--- src/rtl/auth_err_msg_tx_pkg.sv ---
// Shared definitions for the authentication responder header path:
// header geometry, fixed header field values and the serializer FSM encoding.
package auth_defs;

    localparam int SIZE_OF_HEADER_VARS     = 8;
    localparam int SIZE_OF_HEADER_IN_BYTES = 4;

    localparam logic [7:0] PROTOCOL_VERSION = 8'h10;
    localparam logic [7:0] ERROR_RESP_CMD   = 8'h01;

    typedef enum logic [1:0] {
        ST_IDLE    = 2'd0,
        ST_SEND    = 2'd1,
        ST_RELEASE = 2'd2
    } tx_state_t;

endpackage

--- src/rtl/auth_stall_timer.sv ---
// Saturating stall counter. o_expired flags the enabled cycle whose count
// increment makes the counter reach LIMIT, so the owner can abort on the
// same edge the limit is reached. Clear has priority over enable.
module auth_stall_timer #(
    parameter int LIMIT = 1024
) (
    input  logic clk,
    input  logic rst_n,
    input  logic i_clr,
    input  logic i_en,
    output logic o_expired
);

    localparam int            CW     = $clog2(LIMIT + 1);
    localparam logic [CW-1:0] MAX_C  = CW'(LIMIT);
    localparam logic [CW-1:0] LAST_C = CW'(LIMIT - 1);

    logic [CW-1:0] r_count;

    // Count consecutive enabled cycles, holding at LIMIT instead of wrapping
    always_ff @(posedge clk or negedge rst_n) begin
        if (!rst_n) begin
            r_count <= '0;
        end else if (i_clr) begin
            r_count <= '0;
        end else if (i_en && (r_count != MAX_C)) begin
            r_count <= r_count + CW'(1);
        end else begin
            r_count <= r_count;
        end
    end

    assign o_expired = i_en && !i_clr && (r_count >= LAST_C);

endmodule

--- src/rtl/auth_err_msg_tx.sv ---
// Error-response header serializer: captures the header when MSG_ready is
// seen in IDLE and streams it MSB byte first over a valid/ready interface.
// Reports done / stall-timeout / rejected-payload as one-cycle pulses.
module auth_err_msg_tx
    import auth_defs::*;
#(
    parameter int HDR_BYTES   = SIZE_OF_HEADER_IN_BYTES,
    parameter int BYTE_W      = SIZE_OF_HEADER_VARS,
    parameter int TIMEOUT_CYC = 1024
) (
    input  logic                        clk,
    input  logic                        rst_n,
    input  logic                        MSG_ready,
    input  logic [HDR_BYTES*BYTE_W-1:0] header,
    input  logic                        payload,
    output logic [BYTE_W-1:0]           tx_data,
    output logic                        tx_valid,
    input  logic                        tx_ready,
    output logic                        tx_last,
    output logic                        tx_done,
    output logic                        tx_timeout,
    output logic                        tx_error,
    output logic                        busy
);

    localparam int            HW       = HDR_BYTES * BYTE_W;
    localparam int            IW       = (HDR_BYTES > 1) ? $clog2(HDR_BYTES) : 1;
    localparam logic [IW-1:0] LAST_IDX = IW'(HDR_BYTES - 1);

    tx_state_t         r_state, w_state;
    logic [HW-1:0]     r_shift, w_shift, w_shifted;
    logic [IW-1:0]     r_idx, w_idx;
    logic [BYTE_W-1:0] r_data, w_data;
    logic              r_valid, w_valid;
    logic              r_last, w_last;
    logic              r_done_pend, w_done_pend;
    logic              r_done, w_done;
    logic              r_timeout, w_timeout;
    logic              r_error, w_error;
    logic              r_busy, w_busy;
    logic              w_hs, w_stall, w_capture, w_clr, w_expired;

    assign w_hs      = (r_state == ST_SEND) && r_valid && tx_ready;
    assign w_stall   = (r_state == ST_SEND) && r_valid && !tx_ready;
    assign w_capture = (r_state == ST_IDLE) && MSG_ready && !payload;
    assign w_clr     = w_capture || w_hs;
    assign w_shifted = r_shift << BYTE_W;

    auth_stall_timer #(
        .LIMIT (TIMEOUT_CYC)
    ) u_stall_timer (
        .clk       (clk),
        .rst_n     (rst_n),
        .i_clr     (w_clr),
        .i_en      (w_stall),
        .o_expired (w_expired)
    );

    // Next-state and next-output decode; every output is registered below
    always_comb begin
        w_state     = r_state;
        w_shift     = r_shift;
        w_idx       = r_idx;
        w_data      = r_data;
        w_valid     = r_valid;
        w_last      = r_last;
        w_done_pend = 1'b0;
        w_timeout   = 1'b0;
        w_error     = 1'b0;
        w_done      = r_done_pend;
        case (r_state)
            ST_IDLE: begin
                if (MSG_ready) begin
                    if (!payload) begin
                        w_state = ST_SEND;
                        w_shift = header;
                        w_idx   = '0;
                        w_data  = header[HW-1 -: BYTE_W];
                        w_valid = 1'b1;
                        w_last  = (HDR_BYTES == 1);
                    end else begin
                        w_state = ST_RELEASE;
                        w_error = 1'b1;
                    end
                end else begin
                    w_state = ST_IDLE;
                end
            end
            ST_SEND: begin
                if (w_hs) begin
                    w_shift = w_shifted;
                    w_idx   = r_idx + IW'(1);
                    if (r_last) begin
                        w_state     = ST_RELEASE;
                        w_valid     = 1'b0;
                        w_last      = 1'b0;
                        w_data      = '0;
                        w_done_pend = 1'b1;
                    end else begin
                        w_data = w_shifted[HW-1 -: BYTE_W];
                        w_last = (w_idx == LAST_IDX);
                    end
                end else if (w_expired) begin
                    // Handshake is checked first, so a final accept on the
                    // limit cycle completes instead of timing out.
                    w_state   = ST_RELEASE;
                    w_valid   = 1'b0;
                    w_last    = 1'b0;
                    w_data    = '0;
                    w_timeout = 1'b1;
                end else begin
                    w_state = ST_SEND;
                end
            end
            ST_RELEASE: begin
                // Wait for the level request to drop so a held MSG_ready
                // cannot trigger a second transmission of the same frame.
                if (!MSG_ready) begin
                    w_state = ST_IDLE;
                end else begin
                    w_state = ST_RELEASE;
                end
            end
            default: begin
                w_state = ST_IDLE;
                w_valid = 1'b0;
                w_last  = 1'b0;
                w_data  = '0;
            end
        endcase
        w_busy = (w_state != ST_IDLE);
    end

    // FSM state register
    always_ff @(posedge clk or negedge rst_n) begin
        if (!rst_n) begin
            r_state <= ST_IDLE;
        end else begin
            r_state <= w_state;
        end
    end

    // Datapath and output registers; reset discards any frame in flight
    always_ff @(posedge clk or negedge rst_n) begin
        if (!rst_n) begin
            r_shift     <= '0;
            r_idx       <= '0;
            r_data      <= '0;
            r_valid     <= 1'b0;
            r_last      <= 1'b0;
            r_done_pend <= 1'b0;
            r_done      <= 1'b0;
            r_timeout   <= 1'b0;
            r_error     <= 1'b0;
            r_busy      <= 1'b0;
        end else begin
            r_shift     <= w_shift;
            r_idx       <= w_idx;
            r_data      <= w_data;
            r_valid     <= w_valid;
            r_last      <= w_last;
            r_done_pend <= w_done_pend;
            r_done      <= w_done;
            r_timeout   <= w_timeout;
            r_error     <= w_error;
            r_busy      <= w_busy;
        end
    end

    assign tx_data    = r_data;
    assign tx_valid   = r_valid;
    assign tx_last    = r_last;
    assign tx_done    = r_done;
    assign tx_timeout = r_timeout;
    assign tx_error   = r_error;
    assign busy       = r_busy;

endmodule

--- config.mk ---
export PLATFORM = sky130hd
export DESIGN_NAME = auth_err_msg_tx
export DESIGN_NICKNAME = d
export VERILOG_FILES = /design/src/rtl/auth_err_msg_tx_pkg.sv /design/src/rtl/auth_stall_timer.sv /design/src/rtl/auth_err_msg_tx.sv
export SDC_FILE = /design/constraint.sdc
export NUM_CORES = 1
export LEC_CHECK = 0
export ABC_AREA = 1
export CORE_MARGIN = 1.5
export CORE_UTILIZATION = 55
export DETAILED_ROUTE_END_ITERATION = 7
export HOLD_SLACK_MARGIN = 0.15
export PLACE_DENSITY_LB_ADDON = 0.05
export SLEW_MARGIN = 20
export SYNTH_ARGS = -nofsm -noshare
export SYNTH_HDL_FRONTEND = slang
export SYNTH_SLANG_ARGS = --single-unit
--- constraint.sdc ---
create_clock -name clk -period 2.4 [get_ports clk]
set_input_delay 0.48 -clock clk [delete_from_list [all_inputs] [get_ports clk]]
set_output_delay 0.48 -clock clk [all_outputs]
set_load 0.02 [all_outputs]
# [After elaboration in Yosys (flattened, before gate mapping)]
# Cells that the tools add are included.
[word_totals] latchBits=0 output_inout_bits=14 elab_cells=87 mem_bits_rw=0 n_memories=0 romBits=0 regBits=54
[classes] n_mul=0 order_cmp=1 n_mux=43 eq_ne=9 reduce_logical=19 bitwise_logic=1 add_sub_neg=2 div=0 shifts=0
[op_table] cell="$mux 24" count=3
[op_table] cell="$pmux 24 s2" count=1
[op_table] cell="$mux 8" count=5
[op_table] cell="$pmux 8 s3" count=1
[op_table] cell="$mux 11" count=2
[op_table] cell="$mux 1" count=18
[op_table] cell="$mux 2" count=9
[op_table] cell="$add 11x1->11 const B" count=1
[op_table] cell="$ge 11x10->1 const B" count=1
[op_table] cell="$ne 11x11->1 const B" count=1
[op_table] cell="$logic_and 1x1->1" count=8
[op_table] cell="$reduce_and 4->1" count=2
[op_table] cell="$ne 2x2->1 const B" count=3
[op_table] cell="$pmux 1 s3" count=2
[op_table] cell="$pmux 2 s3" count=1
[op_table] cell="$reduce_bool 2->1" count=3
[op_table] cell="$reduce_and 5->1" count=1
[op_table] cell="$eq 2x2->1 const B" count=2
[op_table] cell="$pmux 2 s2" count=1
[op_table] cell="$logic_not 1->1" count=3
[op_table] cell="$ne 3x2->1 const B" count=1
[op_table] cell="$ne 3x3->1 const B" count=1
[op_table] cell="$add 2x1->2 const B" count=1
[op_table] cell="$eq 2x1->1 const B" count=1
[op_table] cell="3 further kinds" count=3

# [Depth between registers and ports, before layout]
# Gate-level depths: netlist of run 1.
[depth] depth_word=11 mapped_depth=11 ltp_nobuf=10

# [Modules after synthesis]
# A second synthesis of run 1 with hierarchy kept.
[unflattened] hier_cells=365 area_unflattened_um2=2967.8
[modules_own_cells] module="auth_err_msg_tx" area_each_um2=2112.0 cells_per_inst=245 n_inst=1
[modules_own_cells] module="auth_stall_timer" area_each_um2=855.8 cells_per_inst=120 n_inst=1

# [Worst setup path after synthesis of run 1]
# Ideal clock, no wire load.
[synth_path] kind="flip-flop to flip-flop" start="reg u_stall_timer.r_count[0]" end="reg r_data[7] (netlist: tx_data[7])" period_less_slack_ps=1605 setup_time_ps=121 setup_slack_ps=795 required_ps=2279 stages_incl_launch_ff=12 arrival_ps=1484 path_cell_list="dfrtp_1 -> ha_1 -> inv_2 -> nor2_2 -> nand3_1 -> nand3_1 -> nand2_2 -> nand2_4 -> nand2_4 -> buf_6 -> nand2_2 -> o21ai_2"
[synth_between] elab_chain_cells=4
[synth_lines] element="start: declaration" line_no="auth_stall_timer.sv:18" rtl="logic [CW-1:0] r_count;"
[synth_lines] element="start signal: assignment" line_no="auth_stall_timer.sv:27" rtl="r_count <= r_count + CW'(1);"
[synth_lines] element="start signal: assignment" line_no="auth_stall_timer.sv:29" rtl="r_count <= r_count;"
[synth_lines] element="$ge 11x10->1" line_no="auth_stall_timer.sv:33" rtl="assign o_expired = i_en && !i_clr && (r_count >= LAST_C);"
[synth_lines] element="$logic_and 1x1->1" line_no="auth_stall_timer.sv:33"
[synth_lines] element="$ne 3x2->1 (no source line)"
[synth_lines] element="$reduce_and 4->1 (no source line)"
[synth_lines] element="end signal: assignment" line_no="auth_err_msg_tx.sv:159" rtl="r_data <= w_data;"
[synth_lines] element="end: declaration" line_no="auth_err_msg_tx.sv:33" rtl="logic [BYTE_W-1:0] r_data, w_data;"
# No other way between the ends.
# A chain may end at the register's enable or synchronous reset.

# [Worst setup path in the final report of run 1]
[layout_path] start="reg r_valid (netlist: tx_valid)" end="out tx_valid"
[layout_rtl] element="start: declaration" line_no="auth_err_msg_tx.sv:34" rtl="logic r_valid, w_valid;"
[layout_rtl] element="start signal: assignment" line_no="auth_err_msg_tx.sv:160" rtl="r_valid <= w_valid;"
[layout_rtl] element="end: declaration" line_no="auth_err_msg_tx.sv:17" rtl="output logic tx_valid,"
# No word-level cell between the ends.

==> results of run 1 <==
synthesized netlist by cell type:
| cell type | count |
|---|---|
| nand2_1 | 58 |
| dfrtp_1 | 54 |
| inv_1 | 39 |
| o21ai_0 | 29 |
| nor2_1 | 23 |
| nand3_1 | 18 |
| o211ai_1 | 17 |
| a21oi_1 | 9 |
| o21ai_2 | 9 |
| buf_2 | 6 |
| inv_2 | 5 |
| nand4_1 | 5 |
| o21ai_1 | 5 |
| nand2_2 | 4 |
| o31ai_1 | 4 |
| xor2_1 | 4 |
| ha_1 | 3 |
| nor2_2 | 3 |
| clkbuf_1 | 2 |
| nand2_4 | 2 |
| and3_1 | 1 |
| buf_1 | 1 |
| buf_6 | 1 |
| clkinv_1 | 1 |
| nand3_2 | 1 |
| nor2_4 | 1 |
| nor3b_1 | 1 |
| xnor2_1 | 1 |
how the worst max path moves through the flow:
| stage | startpoint | end | cells after the start | slack (ns) |
|---|---|---|---|---|
| 6_report | tx_valid | tx_valid | 1 | 0.56 |
| 5_1_grt | u_stall_timer.r_count[0] | tx_data[3] | 10 | 0.35 |
| 4_1_cts | u_stall_timer.r_count[0] | tx_data[6] | 10 | 0.56 |
| 3_5_place_dp | payload | u_stall_timer.r_count[1] | 8 | 0.44 |
| 3_3_place_gp | payload | u_stall_timer.r_count[5] | 8 | 0.47 |
| 2_1_floorplan | u_stall_timer.r_count[0] | tx_data[7] | 11 | 0.80 |
logic make-up after synthesis:
logic type / Yosys count / share of synthesized area [%]
and+or+nand+nor: 117 / 20.0
adders and majority gates: 3 / 1.43
xor gates and xnor gates: 5 / 1.66
AOI/OAI and AO/OA: 73 / 17.2
buffers and inverters: 55 / 8.41
DFF: 54 / 51.3
area by class of cell:
| class | count | share of cell area (%) |
|---|---|---|
| multi-input combinational | 198 | 32.4 |
| sequential | 54 | 41.3 |
| inverter | 45 | 5.16 |
| timing repair buffer | 54 | 16.8 |
| tap | 52 | 1.99 |
| clock buffer | 7 | 2.33 |
layer usage:
layer | global-route usage [%] | vias up | wire, um
li1 | - | 1103 | -
met1 | 32.6 | 1021 | 2600
met3 | 4.72 | 7 | 302
met4 | 6.29 | 0 | 55
met2 | 34.8 | 65 | 2430
met5 | 0 | - | 0
flip-flops by register name, indices dropped and copies added, names as in the netlist:
register / cells
u_stall_timer.r_count: 11
r_state: 2
r_done_pend: 1
tx_valid: 1
r_shift: 24
r_idx: 2
busy: 1
tx_data: 8
tx_done: 1
tx_error: 1
tx_last: 1
tx_timeout: 1
placed cells by master (no fill, tap or decap), types with 4 or more instances in the layout:
cell             instances
nand3_1                 18
xor2_1                   4
o211ai_1                17
o21ai_0                 29
o31ai_1                  4
clkdlybuf4s50_1         49
nand2_2                  4
inv_2                    5
clkbuf_8                 5
inv_1                   39
dfrtp_1                 54
a21oi_1                  9
nand4_1                  5
o21ai_2                  9
nand2_1                 58
o21ai_1                  5
nor2_1                  23
power by group:
group	internal [mW]	total, mW	switching (mW)
combinational	0.491	1.29	0.799
clock	0.202	0.475	0.273
sequential	1.21	1.33	0.121
stage by stage:
step	cells	utilization (%)
floorplan	307	-
global placement	403	71.4
detailed placement	403	71.4
CTS	410	73.1
global route	410	73.1
finish	410	73.1
==> reports/results.txt, run 1 <==
Root buf cell - clkbuf_8
FMAX - 543 MHz
WS Path Type - flip-flop to output pin
FF+latch count, synth - 54
Post-synthesis sequential area ratio - 51.3%
Register area - 0.00135 sq mm
CTS buffer count - 5
Gr usage total - 22.6%
GP Congestion - 0.849
Critical path arrival - 1.36 ns
Final setup TNS - 0 ns
Die Y - 72.2 um
Final HPWL DP - 3.87 mm
CP required - 1.92 ns
FP Rows - 24
Antenna violations before repair - 0
Synthesis Warnings - 0
Max-slew violations - 0
Post-route ant nets - 0
Fillers - 377
Worst Tran Pin Value - 0.535 ns
RSZ-0062 raised after global routing - no
Clock sink count - 54
Worst setup SP type - flip-flop
N_diodes - 0
Status - complete, no violations
Fin crit share - 76.8%
R2R Setup Slk - 0.57 ns
Syn nets - 347
Worst reg-to-reg path cell count - 10
Total gr overflow - 0
Cell Area, Synth - 0.00263 sq mm
Avg Cell Area, Syn - 8.58 sq um
Via/cell ratio - 5.36
Area of the multi-input gates - 0.00106 sq mm
Total iterations of the first detailed-routing run - 4
Crit-path leading delay family - buffers and inverters
Placed Instance Area - 0.00320 sq mm
Post-cts sizing count - 0
Max Cap Viol - 0
Layout area overhead - 24.3%
Drt initial violations - 121
Hold_ws - 0.145 ns
Die X - 72.2 um
Die area - 0.00521 sq mm
Worst path cell trace - clkdlybuf4s50_1
Remaining DRCs - 0
First-pass GRT wire length - 9.23 mm
Hold_buf cts - 0
Starting Density - 58.8%
CP max stage cell - clkdlybuf4s50_1
Total Power - 3.10 mW
Final nets - 398
CTS tree - yes
Slowest cell delay on critical path - 0.63 ns
CTS clk-pin slew, worst paths - 0.09 ns
Yosys cell types - 28
Largest cells by area after synthesis - dfrtp_1, nand2_1, inv_1
Crit path buffers/inverters - 1
Max Root-Sink Buffers - 2
Share of cells above drive strength 1 - 9.78%
Vias post-DR - 2196
Post-route cell area - 0.00327 sq mm
Dpl ws - 0.445 ns
Pleak - 1.45 nW
HP Class - input port to asynchronous set/reset pin
Worst ir drop on vdd - 0.456 mV
Setup violations, final - 0
Hold Vio Cnt, Final - 0
H-tree Lvls - 2
Setup Skew - 0.00679 ns
Clock insertion delay at the later pin of the skew report - 0.31 ns
RR Startpoint - u_stall_timer.r_count[0]
Worst reg2reg endpoint - tx_data[3]
Crit-path max FO - 4
Final min period - 1.84 ns
DR WL/cell - 13.1 um
IO Port Bufs - 50
Critical Path End Type - output pin
Yosys top cell area share - 51.3%
Vias in the first global route - 2035
Routed WL - 5.39 mm
Core area - 0.00447 sq mm
Pwr per Cell Area - 946 mW/mm^2
Max-slew headroom at the worst pin - 64.3%
Cells after synthesis - 307
Area leader, netlist - dfrtp_1
Largest net degree at the start of global routing - 53
Post-CTS Setup Repair Bufs - 0
Final worst slack - 0.557 ns
Top Ports - 51
No activity file was read; power rests on OpenSTA's default activity.
==> run 2: changes to the inputs <==
CORE_UTILIZATION = 46   (was 55)
clock period = 1.61 ns   (was 2.4 ns; I/O delays follow)
==> run 2 against run 1 <==
Compared with the run above: clock-buffer cell count down 1; sequential share of layout area down 2.9 points; flip-flop and latch count unchanged; wire length up 6.0%; highest routed layer unchanged; cell area up 7.6%; die area up 19%; combinational power up 64%; sequential power up 48%; register-to-register slack worse by 0.48 ns; setup slack worse by 0.50 ns; first-iteration DRC count down 13%.
==> reports/results.txt, run 2 (synthesized netlist as in run 1, its figures left out) <==
Status - complete, no violations (unchanged)
Hold Vio Cnt, Final - 0 (unchanged)
Final HPWL DP - 4.15 mm (was 3.87 mm)
FP Rows - 27 (was 24)
Root buf cell - clkbuf_8 (unchanged)
Total gr overflow - 0 (unchanged)
Worst setup SP type - flip-flop (unchanged)
Worst reg2reg endpoint - tx_data[6] (was tx_data[3])
CTS tree - yes (unchanged)
Remaining DRCs - 0 (unchanged)
Final min period - 1.55 ns
H-tree Lvls - 2 (unchanged)
RR Startpoint - u_stall_timer.r_count[0] (unchanged)
Total iterations of the first detailed-routing run - 4 (unchanged)
Most frequent cells in the layout - nand2_1, dfrtp_1, inv_1, clkdlybuf4s50_1, o21ai_0 (was nand2_1, dfrtp_1, clkdlybuf4s50_1, inv_1, o21ai_0)
Post-route ant nets - 0 (unchanged)
Worst path cell trace - clkdlybuf4s50_1 (unchanged)
Fin crit share - 96.2%
Final nets - 417 (was 398)
R2R Setup Slk - 0.09 ns (was 0.57 ns)
Top Ports - 51 (unchanged)
Max-slew headroom at the worst pin - 79.9% (was 64.3%)
CP required - 1.29 ns (was 1.92 ns)
N_diodes - 0 (unchanged)
First-pass GRT wire length - 9.80 mm (was 9.23 mm)
Routed WL - 5.71 mm (was 5.39 mm)
CP endpoint - busy (was tx_valid)
Gr usage total - 20.5% (was 22.6%)
Commonest non-fill, non-tap cell in the layout - nand2_1 (unchanged)
Fillers - 493 (was 377)
Final cell count without fillers - 449 (was 410)
FMAX - 646 MHz
Layout area overhead - 33.7% (was 24.3%)
CP Launch Point - busy (was tx_valid)
Register area - 0.00135 sq mm (unchanged)
Die area - 0.00619 sq mm (was 0.00521 sq mm)
CP max stage cell - clkdlybuf4s50_1 (unchanged)
CTS clk-pin slew, worst paths - 0.09 ns (about the same)
Number of flip-flops in the largest register - 24 (unchanged)
Max-slew violations - 0 (unchanged)
Die X - 78.7 um (was 72.2 um)
Crit path buffers/inverters - 1 (unchanged)
Worst reg-to-reg path cell count - 10 (unchanged)
Starting Density - 47.8% (was 58.8%)
Die Y - 78.7 um (was 72.2 um)
Max Cap Viol - 0 (unchanged)
Vias in the first global route - 2209 (was 2035)
CTS buffer count - 5 (unchanged)
Via/cell ratio - 5.09 (was 5.36)
WS Path Type - flip-flop to output pin (unchanged)
Max Root-Sink Buffers - 2 (unchanged)
Antenna violations before repair - 0 (unchanged)
Vias post-DR - 2287 (was 2196)
Drt initial violations - 105 (was 121)
Total Power - 4.81 mW (was 3.10 mW)
Crit-path max FO - 1 (was 4)
Largest Register - r_shift (unchanged)
Largest net degree at the start of global routing - 55 (was 53)
RSZ-0062 raised after global routing - yes (was no)
Core area - 0.00551 sq mm (was 0.00447 sq mm)
HP Class - flip-flop to flip-flop (was input port to asynchronous set/reset pin)
Clock insertion delay at the later pin of the skew report - 0.30 ns (was 0.31 ns)
Worst Tran Pin Value - 0.301 ns (was 0.535 ns)
Pleak - 1.68 nW (was 1.45 nW)
Area of the multi-input gates - 0.00110 sq mm (was 0.00106 sq mm)
DR WL/cell - 12.7 um (was 13.1 um)
Pwr per Cell Area - 1370 mW/mm^2 (was 946 mW/mm^2)
Crit path depth - 1 (unchanged)
Worst ir drop on vdd - 0.666 mV (was 0.456 mV)
Setup violations, final - 0 (unchanged)
Dpl cells - 437 (was 403)
Slowest cell delay on critical path - 0.59 ns (was 0.63 ns)
Crit-path leading delay family - buffers and inverters (unchanged)
GP Congestion - 0.860 (was 0.849)
IO Port Bufs - 50 (unchanged)
Share of cells above drive strength 1 - 15.1% (was 9.78%)
Clock sink count - 54 (unchanged)
Critical path arrival - 1.23 ns (was 1.36 ns)
Setup Skew - 0.00420 ns (was 0.00679 ns)
Hold_ws - 0.359 ns (was 0.145 ns)
Critical Path End Type - output pin (unchanged)
## run 2: worst min path at each step
stage / cells after the start / end / slack [ns] / start
floorplan: 0 / busy / 0.03 / rst_n
global placement: 0 / tx_done / 0.33 / r_done_pend
detailed placement: 2 / u_stall_timer.r_count[6] / 0.34 / rst_n
CTS: 0 / tx_done / 0.36 / r_done_pend
global route: 0 / tx_done / 0.37 / r_done_pend
finish: 0 / tx_done / 0.36 / r_done_pend
## run 2: stage by stage
step	util (%)	instance area (sq um)	setup TNS (ns)	setup WS, ns
after floorplan	-	2630	0	0.00537
after global placement	60.4	3330	-1.22	-0.0608
after detailed placement	60.4	3330	-1.37	-0.0850
after CTS	62.1	3420	0	0.000469
after global routing	63.9	3520	-0.0564	-0.0205
final	63.9	3520	0	0.0617
## run 2: area by class of cell
cell class / count / share of cell area [%]
Clock inverter: 1 / 0.213
Multi-Input combinational cell: 198 / 31.2
Tap cell: 72 / 2.56
Inverter: 45 / 4.87
Clock buffer: 6 / 2.06
Timing Repair Buffer: 73 / 20.7
Sequential cell: 54 / 38.4
## run 2: what timing repair did
item / 4_1_cts / 5_1_grt
resized for setup: 4 / 16
hold buffers: 1 / 0
hold endpoints to repair: 54 / 0
pin swaps: 0 / 4
setup buffers: 0 / 4
setup endpoints to repair: 4 / 29
## run 2: per-layer routing
layer / vias up / share of wire (%) / GRT usage, %
met4: 0 / 1.5 / 7.50
met5: - / 0 / 0
met2: 44 / 50 / 33.2
met3: 6 / 3.8 / 4.42
li1: 1143 / - / -
met1: 1094 / 45 / 26.9
## run 2: report_power, final
part           total [mW]  internal (mW)  switching [mW]
registers            1.97           1.80           0.169
logic                2.11          0.841            1.27
clock network       0.731          0.300           0.431
total                4.81           2.95            1.86
